<file path="config.mk">
export PLATFORM = sky130hd
export DESIGN_NAME = sipo_stream_flat
export DESIGN_NICKNAME = d
export VERILOG_FILES = /design/src/rtl/sipo_stream_if.sv /design/src/rtl/sipo_stream.sv /design/src/flat_wrapper.sv
export SDC_FILE = /design/constraint.sdc
export NUM_CORES = 1
export LEC_CHECK = 0
export CAP_MARGIN = 40
export CORE_AREA = 2 2 98 100
export CTS_BUF_LIST = sky130_fd_sc_hd__clkbuf_4 sky130_fd_sc_hd__clkbuf_8 sky130_fd_sc_hd__clkbuf_16
export DETAILED_ROUTE_END_ITERATION = 8
export DIE_AREA = 0 0 100 102
export HOLD_SLACK_MARGIN = 0.06
export PLACE_DENSITY_LB_ADDON = 0.05
export SYNTH_ARGS = -nofsm -noshare
export SYNTH_HDL_FRONTEND = slang
export SYNTH_SLANG_ARGS = --single-unit
export TNS_END_PERCENT = 5
</file>
<file path="constraint.sdc">
create_clock -name clk_i -period 1.8 [get_ports clk_i]
set_clock_uncertainty 0.1 [all_clocks]
set_input_delay 0.27 -clock clk_i [delete_from_list [all_inputs] [get_ports clk_i]]
set_output_delay 0.27 -clock clk_i [all_outputs]
set_load 0.05 [all_outputs]
</file>
<file path="src/rtl/sipo_stream_if.sv">
// Stream bundle for the serial-in/parallel-out assembler.
// The slave modport is the assembler itself. The master modport is whoever
// feeds elements in and drains frames out.
interface sipo_stream_if #(
    parameter int width_p = 8,
    parameter int depth_p = 8
);
    localparam int count_w_lp = $clog2(depth_p + 1);

    // input element side
    logic                          valid_i;
    logic                          ready_o;
    logic [width_p-1:0]            data_i;
    logic                          last_i;

    // assembled frame side
    logic                          valid_o;
    logic                          ready_i;
    logic [width_p*depth_p-1:0]    data_o;
    logic [count_w_lp-1:0]         count_o;

    modport master (
        output valid_i, data_i, last_i, ready_i,
        input  ready_o, valid_o, data_o, count_o
    );

    modport slave (
        input  valid_i, data_i, last_i, ready_i,
        output ready_o, valid_o, data_o, count_o
    );
endinterface

</file>
<file path="src/rtl/sipo_stream.sv">
// Serial-in/parallel-out assembler. Narrow elements are packed into one wide
// frame of up to depth_p slots. A frame closes when the last slot fills or when
// last_i arrives with an accepted element. The frame is then held with valid_o
// until downstream takes it. A new first element can be taken in the same cycle
// the old frame retires, so one element per cycle is sustained.
module sipo_stream #(
    parameter int width_p        = 8,
    parameter int depth_p        = 8,
    parameter bit first_at_msb_p = 1'b0
) (
    input  logic         clk_i,
    input  logic         reset_ni,
    sipo_stream_if.slave bus
);

    localparam int idx_w_lp   = (depth_p > 1) ? $clog2(depth_p) : 1;
    localparam int count_w_lp = $clog2(depth_p + 1);
    localparam int frame_w_lp = width_p * depth_p;
    localparam logic [idx_w_lp-1:0] last_idx_lp = idx_w_lp'(depth_p - 1);

    if (width_p < 1 || depth_p < 1) begin : g_bad_params
        $error("sipo_stream: width_p and depth_p must both be at least 1");
    end

    typedef enum logic {
        FILL,
        HOLD
    } state_e;

    state_e                  state_q, state_d;
    logic [idx_w_lp-1:0]     idx_q, idx_d;
    logic [frame_w_lp-1:0]   buf_q, buf_d;
    logic [count_w_lp-1:0]   count_q, count_d;

    logic ready;
    logic acc;
    logic closes;

    // Returns the frame with element number k written into its slot. The slot
    // order is mirrored when the first element belongs at the top of the frame.
    function automatic logic [frame_w_lp-1:0] place(
        input logic [frame_w_lp-1:0] frame,
        input logic [idx_w_lp-1:0]   k,
        input logic [width_p-1:0]    elem
    );
        logic [frame_w_lp-1:0] result;
        int                    slot;
        result = frame;
        slot   = first_at_msb_p ? (depth_p - 1 - int'(k)) : int'(k);
        for (int s = 0; s < depth_p; s++) begin
            if (s == slot) begin
                result[s*width_p +: width_p] = elem;
            end
        end
        return result;
    endfunction

    // Input is taken while filling, or while holding if the held frame leaves
    // in this same cycle. Input is never taken during reset.
    always_comb begin
        ready  = reset_ni & ((state_q == FILL) | bus.ready_i);
        acc    = bus.valid_i & ready;
        closes = bus.last_i | (idx_q == last_idx_lp);
    end

    // Next-state logic for the fill/hold controller and the frame buffer.
    always_comb begin
        state_d = state_q;
        idx_d   = idx_q;
        buf_d   = buf_q;
        count_d = count_q;
        case (state_q)
            FILL: begin
                if (acc) begin
                    buf_d = place(buf_q, idx_q, bus.data_i);
                    if (closes) begin
                        state_d = HOLD;
                        count_d = count_w_lp'(idx_q) + count_w_lp'(1);
                        idx_d   = '0;
                    end else begin
                        idx_d = idx_q + idx_w_lp'(1);
                    end
                end
            end
            HOLD: begin
                if (bus.ready_i) begin
                    state_d = FILL;
                    idx_d   = '0;
                    buf_d   = '0;
                    count_d = '0;
                    if (acc) begin
                        buf_d = place('0, '0, bus.data_i);
                        if (closes) begin
                            state_d = HOLD;
                            count_d = count_w_lp'(1);
                        end else begin
                            idx_d = idx_w_lp'(1);
                        end
                    end
                end
            end
            default: begin
                state_d = FILL;
                idx_d   = '0;
                buf_d   = '0;
                count_d = '0;
            end
        endcase
    end

    // State, slot index, frame buffer and element count registers. A reset
    // throws away any partial or held frame.
    always_ff @(posedge clk_i) begin
        if (!reset_ni) begin
            state_q <= FILL;
            idx_q   <= '0;
            buf_q   <= '0;
            count_q <= '0;
        end else begin
            state_q <= state_d;
            idx_q   <= idx_d;
            buf_q   <= buf_d;
            count_q <= count_d;
        end
    end

    // The held frame is presented straight from the registers.
    always_comb begin
        bus.ready_o = ready;
        bus.valid_o = (state_q == HOLD);
        bus.data_o  = buf_q;
        bus.count_o = count_q;
    end

endmodule
</file>
<file path="src/flat_wrapper.sv">
// flat-port wrapper written by rule: the top's interface ports become plain ports
module sipo_stream_flat 
#(
    parameter int width_p        = 8,
    parameter int depth_p        = 8,
    parameter bit first_at_msb_p = 1'b0
)
  (clk_i, reset_ni, bus_valid_i, bus_data_i, bus_last_i, bus_ready_i, bus_ready_o, bus_valid_o, bus_data_o, bus_count_o);
  sipo_stream_if #(.width_p(width_p), .depth_p(depth_p)) bus_i ();
  input  logic clk_i;
  input  logic reset_ni;
  input wire logic [$bits(bus_i.valid_i)-1:0] bus_valid_i;
  input wire logic [$bits(bus_i.data_i)-1:0] bus_data_i;
  input wire logic [$bits(bus_i.last_i)-1:0] bus_last_i;
  input wire logic [$bits(bus_i.ready_i)-1:0] bus_ready_i;
  output wire logic [$bits(bus_i.ready_o)-1:0] bus_ready_o;
  output wire logic [$bits(bus_i.valid_o)-1:0] bus_valid_o;
  output wire logic [$bits(bus_i.data_o)-1:0] bus_data_o;
  output wire logic [$bits(bus_i.count_o)-1:0] bus_count_o;
  assign bus_i.valid_i = bus_valid_i;
  assign bus_i.data_i = bus_data_i;
  assign bus_i.last_i = bus_last_i;
  assign bus_i.ready_i = bus_ready_i;
  assign bus_ready_o = bus_i.ready_o;
  assign bus_valid_o = bus_i.valid_o;
  assign bus_data_o = bus_i.data_o;
  assign bus_count_o = bus_i.count_o;
  sipo_stream #(.width_p(width_p), .depth_p(depth_p), .first_at_msb_p(first_at_msb_p)) u_core (.clk_i(clk_i), .reset_ni(reset_ni), .bus(bus_i));
endmodule
</file>
# Word level (Yosys, flattened, before mapping)
# Index checks and enable logic that the tools add are counted.
# totals
wordCells	76
out_inout_bits	70
ff_bits	72
in_bits	13
# classes
n_eq_ne	19
addsub	2
n_bitwise	5
reduce_logical	11
muxes	28
# ops
operator	count
64-bit 2-to-1 mux	2
64-bit one-hot mux with 2 select lines	1
8-bit 2-to-1 mux	9
3-bit AND reduction	9
2-bit inequality test, second input constant	9
4-bit 2-to-1 mux	4
3-bit == test, first input constant	4
3-bit 2-to-1 mux	4
4-bit one-hot mux with 2 select lines	1
2-bit by 3-bit == test with 1-bit output, first input constant	2
3-bit one-hot mux with 2 select lines	1
1-bit 2-to-1 mux	5
3-bit by 1-bit adder with 4-bit output, second input constant	1
2-bit by 1-bit inequality test with 1-bit output, second input constant	2
3-bit by 1-bit adder with 3-bit output, second input constant	1
1-bit by 3-bit == test with 1-bit output, first input constant	1
3-bit == test, second input constant	1
3-bit logical NOT	1
1-bit bitwise AND	2
1-bit bitwise OR	2
1-bit one-hot mux with 2 select lines	1
2-bit AND reduction	1
1-bit NOT	1

# Logic depth before layout (Yosys ltp)
# Gate-level depths: netlist of the first run.
# logic_depth
word_depth	7
depth_mapped	7
mapped_depth_nobuf	5

# Least setup slack after synthesis of the first run
# Ideal clock, no wire load.
# synth_path
path_kind	register to register
start	register u_core.idx_q[0]
end	register u_core.idx_q[2]
setup_ns	0.070
arrival_ns	1.653
period_less_slack_ns	1.823
stages_incl_launch_ff	6
path_slack_ns	-0.023
cell_sequence	dfxtp_1 -> ha_1 -> ha_1 -> nor2_1 -> or4b_1 -> a21boi_1
# synth_via
elab_chain_len	5
word_cells_on_any_way	6
classes_between	1 x add/sub; 1 x eq/ne; 3 x mux; 1 x bitwise
# synth_lines
element	line	source
start: declaration	sipo_stream.sv:31	logic [idx_w_lp-1:0] idx_q, idx_d;
start signal: assignment	sipo_stream.sv:121	idx_q <= idx_d;
branches (longest 2 deep; another with 3-bit by 1-bit adder with 3-bit output)	-	
3-bit 2-to-1 mux *	sipo_stream.sv:76	if (closes) begin
3-bit 2-to-1 mux *	sipo_stream.sv:74	if (acc) begin
3-bit one-hot mux with 2 select lines *	sipo_stream.sv:72	case (state_q)
# Mark *: on every way between the ends. The select of a mux whose other input is x is not followed.
# A chain may end at the register's enable or synchronous reset.

# Worst setup path after layout of the first run
# layout_path
start	register u_core.idx_q[0]
end	register u_core.buf_q[4] (netlist: u_core.bus.data_o[4])
# layout_via
elab_chain_len	3
# layout_lines
element	line	source
3-bit logical NOT	sipo_stream.sv:51	if (s == slot) begin
2-bit inequality test (no line)	-	
3-bit AND reduction (no line)	-	
end signal: assignment	sipo_stream.sv:122	buf_q <= buf_d;
end: declaration	sipo_stream.sv:32	logic [frame_w_lp-1:0] buf_q, buf_d;
# No other way between the ends.

==> results of run 1 <==
where the power goes:
| group | internal (mW) | leakage, nW | switching (mW) |
|---|---|---|---|
| registers | 1.61 | 0.581 | 0.0101 |
| logic | 0.148 | 1.46 | 0.236 |
| clock network | 0.692 | 0.103 | 0.627 |
layer usage:
layer	share of wire	vias to the layer above	wire length (µm)
li1	-	1429	-
met1	0.49	1330	4420
met2	0.45	62	4070
met3	0.050	4	448
met4	0.0061	0	55
met5	0	-	0
cell families (layout without fill, tap and decap cells):
logic type,after synthesis,after routing,synth area share
muxes,9,9,0.0286
AOI/OAI and AO/OA,72,72,0.171
and+or+nand+nor,162,162,0.279
buffers and inverters,31,139,0.0413
DFF,72,72,0.457
adders and majority gates,6,6,0.0238
worst max-delay path, cell delays in order (launching register included):
cell,delay [ns]
sky130_fd_sc_hd__dfxtp_1,0.34
sky130_fd_sc_hd__buf_4,0.14
sky130_fd_sc_hd__inv_1,0.06
sky130_fd_sc_hd__ha_1,0.21
sky130_fd_sc_hd__nor4bb_1,0.14
sky130_fd_sc_hd__a21boi_0,0.18
sky130_fd_sc_hd__buf_4,0.23
sky130_fd_sc_hd__mux2i_1,0.20
state kept, by name, summed over array words and instances, names as in the netlist:
name / flops
u_core.bus.count_o: 4
u_core.bus.data_o: 64
u_core.bus.valid_o: 1
u_core.idx_q: 3
worst max-delay path by stage:
stage                       startpoint               endpoint  depth (start not counted)
floorplan           u_core.bus.valid_o  u_core.bus.data_o[57]                          5
global placement           bus_valid_i  u_core.bus.data_o[29]                          6
detailed placement         bus_valid_i  u_core.bus.data_o[16]                          6
CTS                    u_core.idx_q[0]        u_core.idx_q[2]                          5
global route           u_core.idx_q[0]   u_core.bus.data_o[2]                          7
finish                 u_core.idx_q[0]   u_core.bus.data_o[4]                          7
synth_stat cells, types with 2 or more instances:
library cell                count
sky130_fd_sc_hd__o211ai_1       2
sky130_fd_sc_hd__nand2_1       10
sky130_fd_sc_hd__o21ai_0        2
sky130_fd_sc_hd__nand3_1       11
sky130_fd_sc_hd__nor2_1        58
sky130_fd_sc_hd__nand2b_1      10
sky130_fd_sc_hd__and3_1        56
sky130_fd_sc_hd__a21boi_0       6
sky130_fd_sc_hd__ha_1           6
sky130_fd_sc_hd__clkbuf_1      18
sky130_fd_sc_hd__inv_1          3
sky130_fd_sc_hd__buf_2          8
sky130_fd_sc_hd__mux2i_1        9
sky130_fd_sc_hd__or3_1          2
sky130_fd_sc_hd__nand4b_1       5
sky130_fd_sc_hd__dfxtp_1       72
sky130_fd_sc_hd__nand4bb_1      3
sky130_fd_sc_hd__o21a_1        58
cell type report:
| type | instances | area, µm² |
|---|---|---|
| Clock inverter | 5 | 56.3 |
| Multi-Input combinational cell | 249 | 1590 |
| Fill cell | 902 | 4740 |
| Sequential cell | 72 | 1440 |
| Timing Repair Buffer | 120 | 988 |
| Inverter | 3 | 11.3 |
| Tap cell | 111 | 139 |
| Clock buffer | 11 | 145 |
timing repair:
| item | 4_1_cts | 5_1_grt |
|---|---|---|
| endpoints found under the hold margin | 0 | 0 |
| hold buffers | 0 | 0 |
| resized for setup | 0 | 2 |
| endpoints found under the setup margin | 0 | 2 |
metrics by stage:
stage               cell area [µm²]  std cells  power (mW)  setup slack [ns]   util
finish                         4370        571        3.32             0.132  0.480
global route                   4370        571        3.47           0.00626  0.480
CTS                            4370        571        3.38            0.0660  0.479
detailed placement             4160        555        2.05           -0.0506  0.457
global placement               4160        555        2.05           -0.0659  0.457
floorplan                      3160        352        1.87          -0.00133      -
==> run summary, run 1 <==
Hold path
• worst hold path endpoint: u_core.bus.valid_o
• path type of the worst min-delay path: input port to register
• Hold Path Cell Cnt: 2
• source of the worst hold timing path: reset_ni

Route
• total number of vias: 2825
• via density per instance: 4.95
• wire length reported by the detailed router: 8.99 mm
• total DRC errors in the routed layout: 0
• router iterations before antenna repair: 4
• number of DRC markers in iteration 0: 75
• routed wire length per instance: 15.7 µm
• antenna-violating nets left: 0

Flow run
• number of max-cap violations: 0

Synthesis
• Yosys Warn Count: 0
• number of flops mapped to enable cells by yosys: 0
• total nets after synthesis: 371
• cell taking the most area after synthesis: sky130_fd_sc_hd__dfxtp_1
• netlist area before placement: 3150 µm²
• post-synthesis sequential area ratio: 0.457
• number of standard cells after synthesis: 352
• dominant register cell in the synthesized netlist: sky130_fd_sc_hd__dfxtp_1
• Mean Syn Cell Area: 8.96 µm²
• proportion of synthesized flip-flops having asynchronous set or reset: 0
• count of unique library cells instantiated by Yosys: 31
• main area contributors after synthesis: sky130_fd_sc_hd__dfxtp_1 46%, sky130_fd_sc_hd__o21a_1 14%, sky130_fd_sc_hd__and3_1 11%
• top cell type's share of synthesized area: 0.457
• post-synthesis sequential element count: 72

Global route
• met2 GRT Util: 0.283
• largest net degree at the start of global routing: 35
• global-route wire length before repair: 14.2 mm
• overflow left after global routing: 0
• via count of the first global-routing pass: 2624
• GRT Resource Usage Total: 0.180
• number of antenna violations at the first check in global routing: 0
• global routing met3 resource utilization: 0.0431
• met1 track demand over resource: 0.243
• global route hottest layer: met2

Critical path
• FF-to-FF path depth: 7
• CP Data Required Time: 1.96 ns
• endpoint class of the critical path: register
• type of element launching the critical path: register
• maximum fanout count along the critical path: 8
• endpoint of the worst-slack reg-to-reg timing path: u_core.bus.data_o[4]
• arrival time of data at the critical path endpoint: 1.83 ns
• worst setup slack for register-to-register paths: 0.13 ns
• worst r2r src: u_core.idx_q[0]
• category of the most critical setup path: register to register

Clock network
• clock transition at the register clock pins on the worst setup and hold paths after CTS: 0.08 ns
• Setup Buffers After CTS: 0
• number of buffers created by CTS: 9
• clock insertion delay at the later pin of the skew report: 0.34 ns
• largest buffer count on any clock path: 2
• sink count of the clock tree: 72
• TritonCTS clock tree: yes
• Clk Tree Root Cell: sky130_fd_sc_hd__clkbuf_8
• htree depth: 3

Floorplanning
• core area: 9110 µm²
• width of the die: 100 µm
• Die Span Y: 102 µm
• starting density of the core: 0.346
• area enclosed by the die boundary: 10200 µm²
• Core Rows: 35
• number of I/O pins: 83

Status
• result of the run: finished clean

Power
• worst ir drop on vdd: 0.000340 V
• total leakage power: 2.14 nW
• power density cells: 760 nW/µm²

STA
• hold slack: 0.195 ns
• setup tns final: 0 ns
• slew at the pin with the worst max-slew slack: 0.400 ns
• minimum clock period after layout: 1.67 ns
• max_slew headroom: 0.734
• number of hold violations in the final report: 0
• fraction of the cycle the final worst path needs: 0.927
• Final setup viols: 0
• Slew Limit Fails: 0
• unrepaired setup endpoints after global routing: false
• Max Clock Freq: 599 MHz

Placed design
• Buffers on Ports: 82
• final weighted congestion in routability-driven placement: 0.825
• HPWL reported at the end of detailed placement: 5.95 mm

Finish
• Antenna diodes: 0
• leading cell type in the layout, fill and taps excluded: sky130_fd_sc_hd__buf_4
• share of final-layout standard cells stronger than drive strength 1: 0.280
• area growth from synthesis to final layout: 38.7%
• final net count: 474
• highest-count cells in the layout ignoring fill and taps: 103 x sky130_fd_sc_hd__buf_4, 72 x sky130_fd_sc_hd__dfxtp_1, 58 x sky130_fd_sc_hd__o21a_1, 57 x sky130_fd_sc_hd__nor2_1, 56 x sky130_fd_sc_hd__and3_1

Power figures use the tool's default switching activity.
==> inputs of run 2 (changes only) <==
- CORE_AREA: 2 2 98 100 -> 2 2 83 85
- DIE_AREA: 0 0 100 102 -> 0 0 85 87
- SLEW_MARGIN: unset -> 15
- clock period: 1.8 -> 2.1 ns (I/O delays scaled with it)
==> run 2 against run 1 <==
- setup slack better by 0.024 ns
- largest cell class unchanged
- clock power decreased by 14%
- design area fell by 0.97%
- sequential cell count is the same
- register-to-register slack gained 0.05 ns
- global-route usage grew 4.8 points
- routed wire length fell by 9.0%
- highest routed layer unchanged
- first-iteration DRC count rose by 150%
- critical path depth shrank 6
==> run summary, run 2 (synthesized netlist as in run 1, its figures left out) <==
Finish
• leading cell type in the layout, fill and taps excluded: sky130_fd_sc_hd__clkdlybuf4s50_1, was sky130_fd_sc_hd__buf_4
• max reg flops: 64, unchanged
• Antenna diodes: 0, unchanged
• multi-input gate area in the final layout: 1580 µm², was 1590 µm²
• final net count: 455, was 474
• utilization of the core after routing: 0.659, was 0.480
• area growth from synthesis to final layout: 37.3%, was 38.7%
• highest-count cells in the layout ignoring fill and taps: 79 x sky130_fd_sc_hd__clkdlybuf4s50_1, 72 x sky130_fd_sc_hd__dfxtp_1, 58 x sky130_fd_sc_hd__nor2_1, 58 x sky130_fd_sc_hd__o21a_1, 56 x sky130_fd_sc_hd__and3_1, was 103 x sky130_fd_sc_hd__buf_4, 72 x sky130_fd_sc_hd__dfxtp_1, 58 x sky130_fd_sc_hd__o21a_1, 57 x sky130_fd_sc_hd__nor2_1, 56 x sky130_fd_sc_hd__and3_1
• Sequential cell area: 1440 µm², unchanged
• Design Area, Final: 4330 µm², was 4370 µm²
• number of fill cells: 568, was 902
• share of final-layout standard cells stronger than drive strength 1: 0.0886, was 0.280

Global route
• via count of the first global-routing pass: 2567, was 2624
• overflow left after global routing: 0, unchanged
• global-route wire length before repair: 13.1 mm, was 14.2 mm
• number of antenna violations at the first check in global routing: 0, unchanged
• largest net degree at the start of global routing: 48, was 35
• GRT Resource Usage Total: 0.228, was 0.180

Critical path
• crit path buf inv count: 1, was 3
• arrival time of data at the critical path endpoint: 1.53 ns, was 1.83 ns
• worst r2r src: u_core.idx_q[1], was u_core.idx_q[0]
• worst setup slack for register-to-register paths: 0.18 ns, was 0.13 ns
• critical path startpoint: u_core.bus.data_o[34], was u_core.idx_q[0]
• CP Data Required Time: 1.68 ns, was 1.96 ns
• type of element launching the critical path: register, unchanged
• maximum fanout count along the critical path: 2, was 8
• FF-to-FF path depth: 5, was 7
• Slowest Stage Delay on Critical Path: 0.82 ns, was 0.34 ns
• top cell family by delay on the critical path: buffers and inverters, unchanged
• worst-path cell chain: clkdlybuf4s50_1, was buf_4 > inv_1 > ha_1 > nor4bb_1 > a21boi_0 > buf_4 > mux2i_1
• endpoint class of the critical path: output port, was register
• category of the most critical setup path: register to output port, was register to register
• depth of the critical timing path with buffers and inverters included: 1, was 7
• endpoint of the worst-slack reg-to-reg timing path: u_core.idx_q[2], was u_core.bus.data_o[4]
• end point of the critical path: bus_data_o[34], was u_core.bus.data_o[4]
• cell with the biggest individual delay on the critical path: sky130_fd_sc_hd__clkdlybuf4s50_1, was sky130_fd_sc_hd__dfxtp_1

Power
• switching fraction of total power: 0.249, was 0.263
• internal power contribution: 2.13 mW, was 2.45 mW
• combinational share of power: 0.106, was 0.115
• overall power of the completed layout: 2.83 mW, was 3.32 mW
• total leakage power: 1.91 nW, was 2.14 nW
• worst ir drop on vdd: 0.000517 V, was 0.000340 V
• Psw: 0.705 mW, was 0.873 mW
• power density cells: 654 nW/µm², was 760 nW/µm²
• share of power burned in registers: 0.491, was 0.488
• power share of the clock group: 0.403, was 0.397

Placed design
• HPWL reported at the end of detailed placement: 5.20 mm, was 5.95 mm
• Buffers on Ports: 82, unchanged
• instance area after placement: 4130 µm², was 4160 µm²
• final weighted congestion in routability-driven placement: 0.822, was 0.825

Clock network
• htree depth: 3, unchanged
• Setup Buffers After CTS: 0, unchanged
• Resize count post-CTS: 0, unchanged
• clock transition at the register clock pins on the worst setup and hold paths after CTS: 0.08 ns, about the same
• Clk Tree Root Cell: sky130_fd_sc_hd__clkbuf_8, unchanged
• number of buffers created by CTS: 9, unchanged
• number of buffers inserted by hold repair at cts: 0, unchanged
• clock insertion delay at the later pin of the skew report: 0.34 ns, about the same
• largest buffer count on any clock path: 2, unchanged
• TritonCTS clock tree: yes, unchanged
• sink count of the clock tree: 72, unchanged

STA
• slew at the pin with the worst max-slew slack: 0.530 ns, was 0.400 ns
• setup tns final: 0 ns, unchanged
• max_slew headroom: 0.645, was 0.734
• unrepaired setup endpoints after global routing: false, unchanged
• Final setup viols: 0, unchanged
• Slew Limit Fails: 0, unchanged
• minimum clock period after layout: 1.94 ns
• number of hold violations in the final report: 0, unchanged
• Max Clock Freq: 514 MHz
• fraction of the cycle the final worst path needs: 0.926

Floorplanning
• core area: 6570 µm², was 9110 µm²
• area enclosed by the die boundary: 7400 µm², was 10200 µm²
• number of I/O pins: 83, unchanged
• Core Rows: 30, was 35
• Die Span Y: 87 µm, was 102 µm
• starting density of the core: 0.480, was 0.346
• width of the die: 85 µm, was 100 µm

Route
• wire length reported by the detailed router: 8.18 mm, was 8.99 mm
• total number of vias: 2740, was 2825
• number of DRC markers in iteration 0: 186, was 75
• antenna-violating nets left: 0, unchanged
• routed wire length per instance: 15.7 µm, about the same
• via density per instance: 5.27, was 4.95
• router iterations before antenna repair: 4, unchanged
• total DRC errors in the routed layout: 0, unchanged

Flow run
• number of max-cap violations: 0, unchanged

Status
• result of the run: finished clean, unchanged

Hold path
• path type of the worst min-delay path: input port to register, unchanged

run 2: cell types whose count changed in the layout (fill, tap and decap cells not counted), moves of 2 or more:
cell / change
sky130_fd_sc_hd__buf_12: -2
sky130_fd_sc_hd__clkbuf_8: +2
sky130_fd_sc_hd__buf_4: -85
sky130_fd_sc_hd__clkdlybuf4s50_1: +68
run 2: through the flow:
step	cells	setup slack (ns)	hold WS [ns]
finish	520	0.156	0.292
global route	520	0.0221	0.300
CTS	520	0.165	0.287
detailed placement	505	0.0689	0.351
global placement	505	0.0648	0.344
floorplan	352	0.277	0.382
run 2: worst min-delay path by stage:
stage | cells past startpoint | from | endpoint | slack [ns]
after detailed placement | 2 | u_core.bus.data_o[7] | u_core.bus.data_o[7] | 0.35
after global placement | 2 | u_core.bus.data_o[4] | u_core.bus.data_o[4] | 0.34
after global routing | 2 | reset_ni | u_core.bus.data_o[34] | 0.30
after floorplan | 2 | bus_data_i[0] | u_core.bus.data_o[0] | 0.38
after CTS | 2 | reset_ni | u_core.bus.data_o[34] | 0.29
final | 2 | reset_ni | u_core.bus.data_o[34] | 0.29
run 2: final cells by class:
cell class / instances / area share
Multi-Input combinational cell: 249 / 0.365
Clock buffer: 12 / 0.0381
Tap cell: 80 / 0.0231
Sequential cell: 72 / 0.333
Inverter: 3 / 0.00260
Timing Repair Buffer: 101 / 0.229
Clock inverter: 3 / 0.00925
run 2: power by group through the flow:
stage          Sequential (mW)  Combinational [mW]  Clock [mW]
5_1_grt                   1.39               0.319        1.22
3_3_place_gp              1.42               0.302           0
6_report                  1.39               0.300        1.14
2_1_floorplan             1.48               0.121           0
4_1_cts                   1.39               0.303        1.15
3_5_place_dp              1.42               0.301           0
run 2: layer usage:
layer  GRT usage  share of wire  vias up
li1            -              -     1380
met1       0.319           0.48     1276
met2       0.353           0.46       73
met3      0.0408          0.045       11
met4      0.0823          0.017        0
met5           0              0        -
